--- config.mk ---
export PLATFORM = sky130hd
export DESIGN_NAME = key_filter_bank
export DESIGN_NICKNAME = d
export VERILOG_FILES = /design/src/rtl/key_filter_bank.sv
export SDC_FILE = /design/constraint.sdc
export NUM_CORES = 1
export LEC_CHECK = 0
export BUFFER_PORTS_ARGS = -buffer_cell sky130_fd_sc_hd__buf_2
export CAP_MARGIN = 40
export CORE_ASPECT_RATIO = 0.7
export CORE_MARGIN = 5
export CORE_UTILIZATION = 55
export CTS_CLUSTER_DIAMETER = 100
export DETAILED_ROUTE_END_ITERATION = 8
export MAX_ROUTING_LAYER = met4
export PLACE_DENSITY = 0.75
export SLEW_MARGIN = 20
export SYNTH_ARGS = -nofsm -noshare
export SYNTH_HDL_FRONTEND = slang
export SYNTH_SLANG_ARGS = --single-unit
--- constraint.sdc ---
create_clock -name clk -period 2.7 [get_ports clk]
set_clock_uncertainty 0.05 [all_clocks]
set_input_delay 0.135 -clock clk [delete_from_list [all_inputs] [get_ports clk]]
set_output_delay 0.135 -clock clk [all_outputs]
set_load 0.03 [all_outputs]
--- src/rtl/key_filter_bank.sv ---
// rtl/key_filter_bank.sv - multi-channel key debouncer with press/release pulses and optional auto-repeat
// Each channel: 2-flop synchronizer, stability counter, registered level and edge pulses.
module key_filter_bank #(
   parameter int NUM_KEYS   = 4,
   parameter int CNT_MAX    = 999_999,
   parameter int REPEAT_EN  = 0,
   parameter int REPEAT_DLY = 24_999_999,
   parameter int REPEAT_PER = 4_999_999
) (
   input  logic                clk,
   input  logic                rst_n,
   input  logic [NUM_KEYS-1:0] key_in,
   output logic [NUM_KEYS-1:0] key_state,
   output logic [NUM_KEYS-1:0] key_flag,
   output logic [NUM_KEYS-1:0] key_rel
);

   localparam int CNT_W   = $clog2(CNT_MAX + 1);
   localparam int RPT_MAX = (REPEAT_DLY > REPEAT_PER) ? REPEAT_DLY : REPEAT_PER;
   localparam int RPT_W   = $clog2(RPT_MAX + 1);

   logic [NUM_KEYS-1:0] sync1;
   logic [NUM_KEYS-1:0] sync2;
   logic [NUM_KEYS-1:0] pressed;

   // Synchronizer idles high so an idle key never looks like a press out of reset.
   always_ff @(posedge clk or negedge rst_n) begin
      if (!rst_n) begin
         sync1 <= '1;
         sync2 <= '1;
      end else begin
         sync1 <= key_in;
         sync2 <= sync1;
      end
   end

   assign pressed = ~sync2;

   for (genvar i = 0; i < NUM_KEYS; i++) begin : g_ch
      logic [CNT_W-1:0] cnt;
      logic             st;
      logic             flg;
      logic             rel;
      logic             diff;
      logic             accept;
      logic             rpt_fire;

      assign diff   = pressed[i] != st;
      // The edge that would bring cnt to CNT_MAX is the one that flips the level.
      assign accept = diff && (cnt == CNT_W'(CNT_MAX - 1));

      always_ff @(posedge clk or negedge rst_n) begin
         if (!rst_n) begin
            cnt <= '0;
            st  <= 1'b0;
            flg <= 1'b0;
            rel <= 1'b0;
         end else begin
            if (!diff || accept) begin
               cnt <= '0;
            end else begin
               cnt <= cnt + CNT_W'(1);
            end
            if (accept) begin
               st <= ~st;
            end
            flg <= (accept && !st) || rpt_fire;
            rel <= accept && st;
         end
      end

      if (REPEAT_EN != 0) begin : g_rpt
         logic [RPT_W-1:0] rcnt;
         logic             rphase;
         logic             hold;

         // Holding means the level is 1 and this edge is not the release edge.
         assign hold     = st && !accept;
         assign rpt_fire = hold && (rcnt == (rphase ? RPT_W'(REPEAT_PER - 1)
                                                    : RPT_W'(REPEAT_DLY - 1)));

         always_ff @(posedge clk or negedge rst_n) begin
            if (!rst_n) begin
               rcnt   <= '0;
               rphase <= 1'b0;
            end else if (!hold) begin
               rcnt   <= '0;
               rphase <= 1'b0;
            end else if (rpt_fire) begin
               rcnt   <= '0;
               rphase <= 1'b1;
            end else begin
               rcnt   <= rcnt + RPT_W'(1);
            end
         end
      end else begin : g_no_rpt
         assign rpt_fire = 1'b0;
      end

      assign key_state[i] = st;
      assign key_flag[i]  = flg;
      assign key_rel[i]   = rel;
   end

endmodule

==> key figures <==
Critical path
  • CP Cell Sequence: nor4b_1, nand4_1, o41ai_2, buf_4, nor2_1
  • Crit end category: flop
  • Critical path class: flop to flop
  • R2R Setup Slk: 0.56 ns
  • Critical Path Fanout Max: 16
  • Slowest CP cell: dfrtp_1
  • Arr. time, crit path: 2.32 ns
  • Data required time of the critical path: ~2.9 ns
  • CP startpoint kind: flop
  • Worst setup startpoint: g_ch[1].cnt[2]
  • R2R Path End: g_ch[1].cnt[10]
  • Crit path largest cell delay: just under 0.5 ns
  • Register-to-Register Path Depth: 5
  • Reg-to-reg startpoint: g_ch[1].cnt[2]

Routing
  • Initial DRC count: about 260
  • Via density: 5.67
  • Antenna Nets Post-Route: 0
  • WL final: between 9000 and 10000 um
  • DRC viols: 0
  • Wire per inst: about 15 um
  • Pre-antenna DRT Iters: 4
  • Via count: approximately 3500

Placed design
  • HPWL Detailed: between 6000 and 7000 um
  • Placement-stage worst setup slack: 0.562 ns
  • Port Buffers: 17
  • Dpl cells: 604
  • Routability-driven placement congestion ratio: 0.829

Final layout
  • Fraction of layout instances using a drive strength above 1: 0.111
  • FILL cells: a little over 700
  • Commonest non-fill, non-tap cell in the layout: dfrtp_1
  • Finished Layout Cells: approximately 630
  • Nets@finish: between 500 and 600
  • Area Overhead vs Synth: 10.9%
  • Commonest non-fill, non-tap cells in the layout: 92 x dfrtp_1, 72 x nor2_1, 30 x nand2_1
  • Ant. Diodes: 0

Floorplan
  • Cell row count: 28
  • Die span in x: about 120 um
  • Initial Utilization: 0.567
  • DIE AREA: between 10000 and 15000 sq um
  • I/O pin cnt: 18
  • Core Region: roughly 8500 sq um
  • Die height: between 80 and 90 um

GRT
  • First-pass GRT wire length: around 16000 um
  • Initial antenna violation count: 0
  • Vias in the first global route: around 3500
  • Pin count of the biggest net entering global routing: 55
  • Gr usage total: 0.195
  • Remaining Overflow, GRT: 0

Status
  • Status: finished clean

Pwr
  • Seq pwr share: 0.510
  • Int Power: between 2 and 2.5 mW
  • VDD IR-drop max: around 400 uV
  • Leakage: about 2.2 nW
  • Cell Pwr Density: between 500 and 600 nW/um^2
  • Sw Pwr: approximately 0.65 mW
  • Logic pwr share: 0.035
  • Sw Share: 0.212
  • Clock power share: 0.455

CTS
  • Clock Sinks: 100
  • Clock Latency Late Sink: between 0.3 and 0.4 ns
  • Clock root buffer: clkbuf_16
  • Resized Gates After CTS: 0
  • Worst-path clk slew: approximately 0.070 ns
  • Max clock buf depth: 2
  • Setup Buffers After CTS: 0
  • Num CTS Buffers: 9
  • CTS tree: built
  • H-tree depth: 3
  • Hold Buf Count CTS: 5

STA
  • Slew @ Worst Pin: approximately 0.67 ns
  • Final min period: roughly 2.1 ns
  • Hold Violations, Final: 0
  • Total negative setup slack: 0 ns
  • Tcrit/Tclk final: 0.793
  • Peak Freq: roughly 470 MHz
  • Final WS setup: approximately 0.56 ns
  • Pins Over Slew Limit: 0
  • Slew Limit Headroom: 0.552
  • Finish-stage setup viols: 0
  • RSZ-0062 raised after global routing: false

Synthesis
  • Unique masters post-synth: 38
  • Syn Nets: ~500
  • YS warnings: 0
  • Synthesized instance count: between 400 and 500
  • Sequential share of the synthesized area: 0.521
  • Synthesized area per cell: 9.89 sq um
  • Synthesized cell area: roughly 4800 sq um
  • Synthesis-stage register bit count: 100

Hold path
  • Worst Hold Class: primary input to async pin

Flow run
  • Number of max-cap violations: 0
-- sequential cells by signal (all words and copies together), names as in the netlist --
register	cells
g_ch.cnt	80
g_ch.flg	4
g_ch.rel	4
g_ch.st	4
sync1	4
sync2	4
-- per-layer routing --
metal / track usage / wire length, um / up-vias
li1: - / - / 1731
met4: 0.0641 / 126 / 0
met3: 0.0524 / 291 / 11
met1: 0.249 / 4430 / 1747
met5: - / 0 / -
met2: 0.306 / 4270 / 53
-- synthesized netlist by cell type --
master     n  area share
buf_2      3      0.0031
clkbuf_1  11      0.0086
or3b_2     1      0.0018
nand4b_1   1      0.0018
nand4_2    1      0.0026
o21ai_0   22       0.023
dfstp_2    8       0.044
mux2i_1    1      0.0021
and4_2     1      0.0021
nor2_1    72       0.056
a31o_2     1      0.0018
nor4bb_1   1      0.0021
and3_1     8       0.010
nand3b_1   2      0.0031
o21ai_1    1      0.0010
ha_1       8       0.021
o31ai_1    7       0.011
or4_1     14       0.022
and2_1     1      0.0013
or4_4      1      0.0023
xnor2_1   29       0.053
o41ai_1    1      0.0018
and4_1     6       0.011
nand2_1   30       0.023
or2_2      2      0.0026
dfrtp_1   92        0.48
nand4_4    1      0.0044
nor4b_1    6       0.011
inv_1     13       0.010
or3_1     12       0.016
nand3_1   28       0.029
nor4_1     9       0.012
nand2b_1   1      0.0013
a21oi_1   22       0.023
xor2_1    25       0.045
nand4_1   23       0.030
nor3_1    10       0.010
buf_4     13       0.020
-- layout make-up --
type                            instances  area (sq um)  area share
Sequential cell                       100          2510       0.470
Timing Repair Buffer                   28           195      0.0365
Inverter                               13          48.8     0.00912
Clock buffer                           10           239      0.0447
Tap cell                              120           150      0.0281
Clock inverter                          6          86.3      0.0161
Multi-Input combinational cell        348          2120       0.396
-- cell families after synthesis --
logic type      share of synthesized area
simple gates                        0.255
flops                               0.521
compound gates                     0.0612
xor+xnor                           0.0980
buf+inv                            0.0420
fa+ha+maj                          0.0207
mux                               0.00207
-- critical path, delay by kind of cell, from the launching register on --
kind,cells,cell delay (ns)
compound gates,1,0.49
flops,1,0.49
buf+inv,1,0.32
simple gates,3,0.68
-- worst max-delay path by stage --
stage	slack, ns	to	cells after the start
floorplan	0.73	g_ch[0].cnt[18]	6
global placement	0.65	g_ch[0].cnt[18]	5
detailed placement	0.56	g_ch[0].cnt[18]	5
CTS	0.57	g_ch[0].cnt[18]	5
global route	0.40	g_ch[1].cnt[9]	5
finish	0.56	g_ch[1].cnt[10]	5
-- power by group through the flow --
| stage | clock network (mW) | registers, mW | logic [mW] |
|---|---|---|---|
| after floorplan | 0 | 1.57 | 0.0531 |
| after CTS | 1.42 | 1.55 | 0.110 |
| after global routing | 1.48 | 1.55 | 0.125 |
| after detailed placement | 0 | 1.58 | 0.104 |
| final | 1.39 | 1.55 | 0.107 |
| after global placement | 0 | 1.58 | 0.100 |
-- through the flow --
stage | utilization | power, mW | area, sq um | hold slack (ns)
after floorplan | - | 1.62 | 4820 | -0.211
after global placement | 0.584 | 1.68 | 4970 | 0.127
after detailed placement | 0.584 | 1.68 | 4970 | 0.138
after CTS | 0.628 | 3.08 | 5350 | 0.306
after global routing | 0.628 | 3.16 | 5350 | 0.312
final | 0.628 | 3.04 | 5350 | 0.283
(Power assumes the default switching activity.)
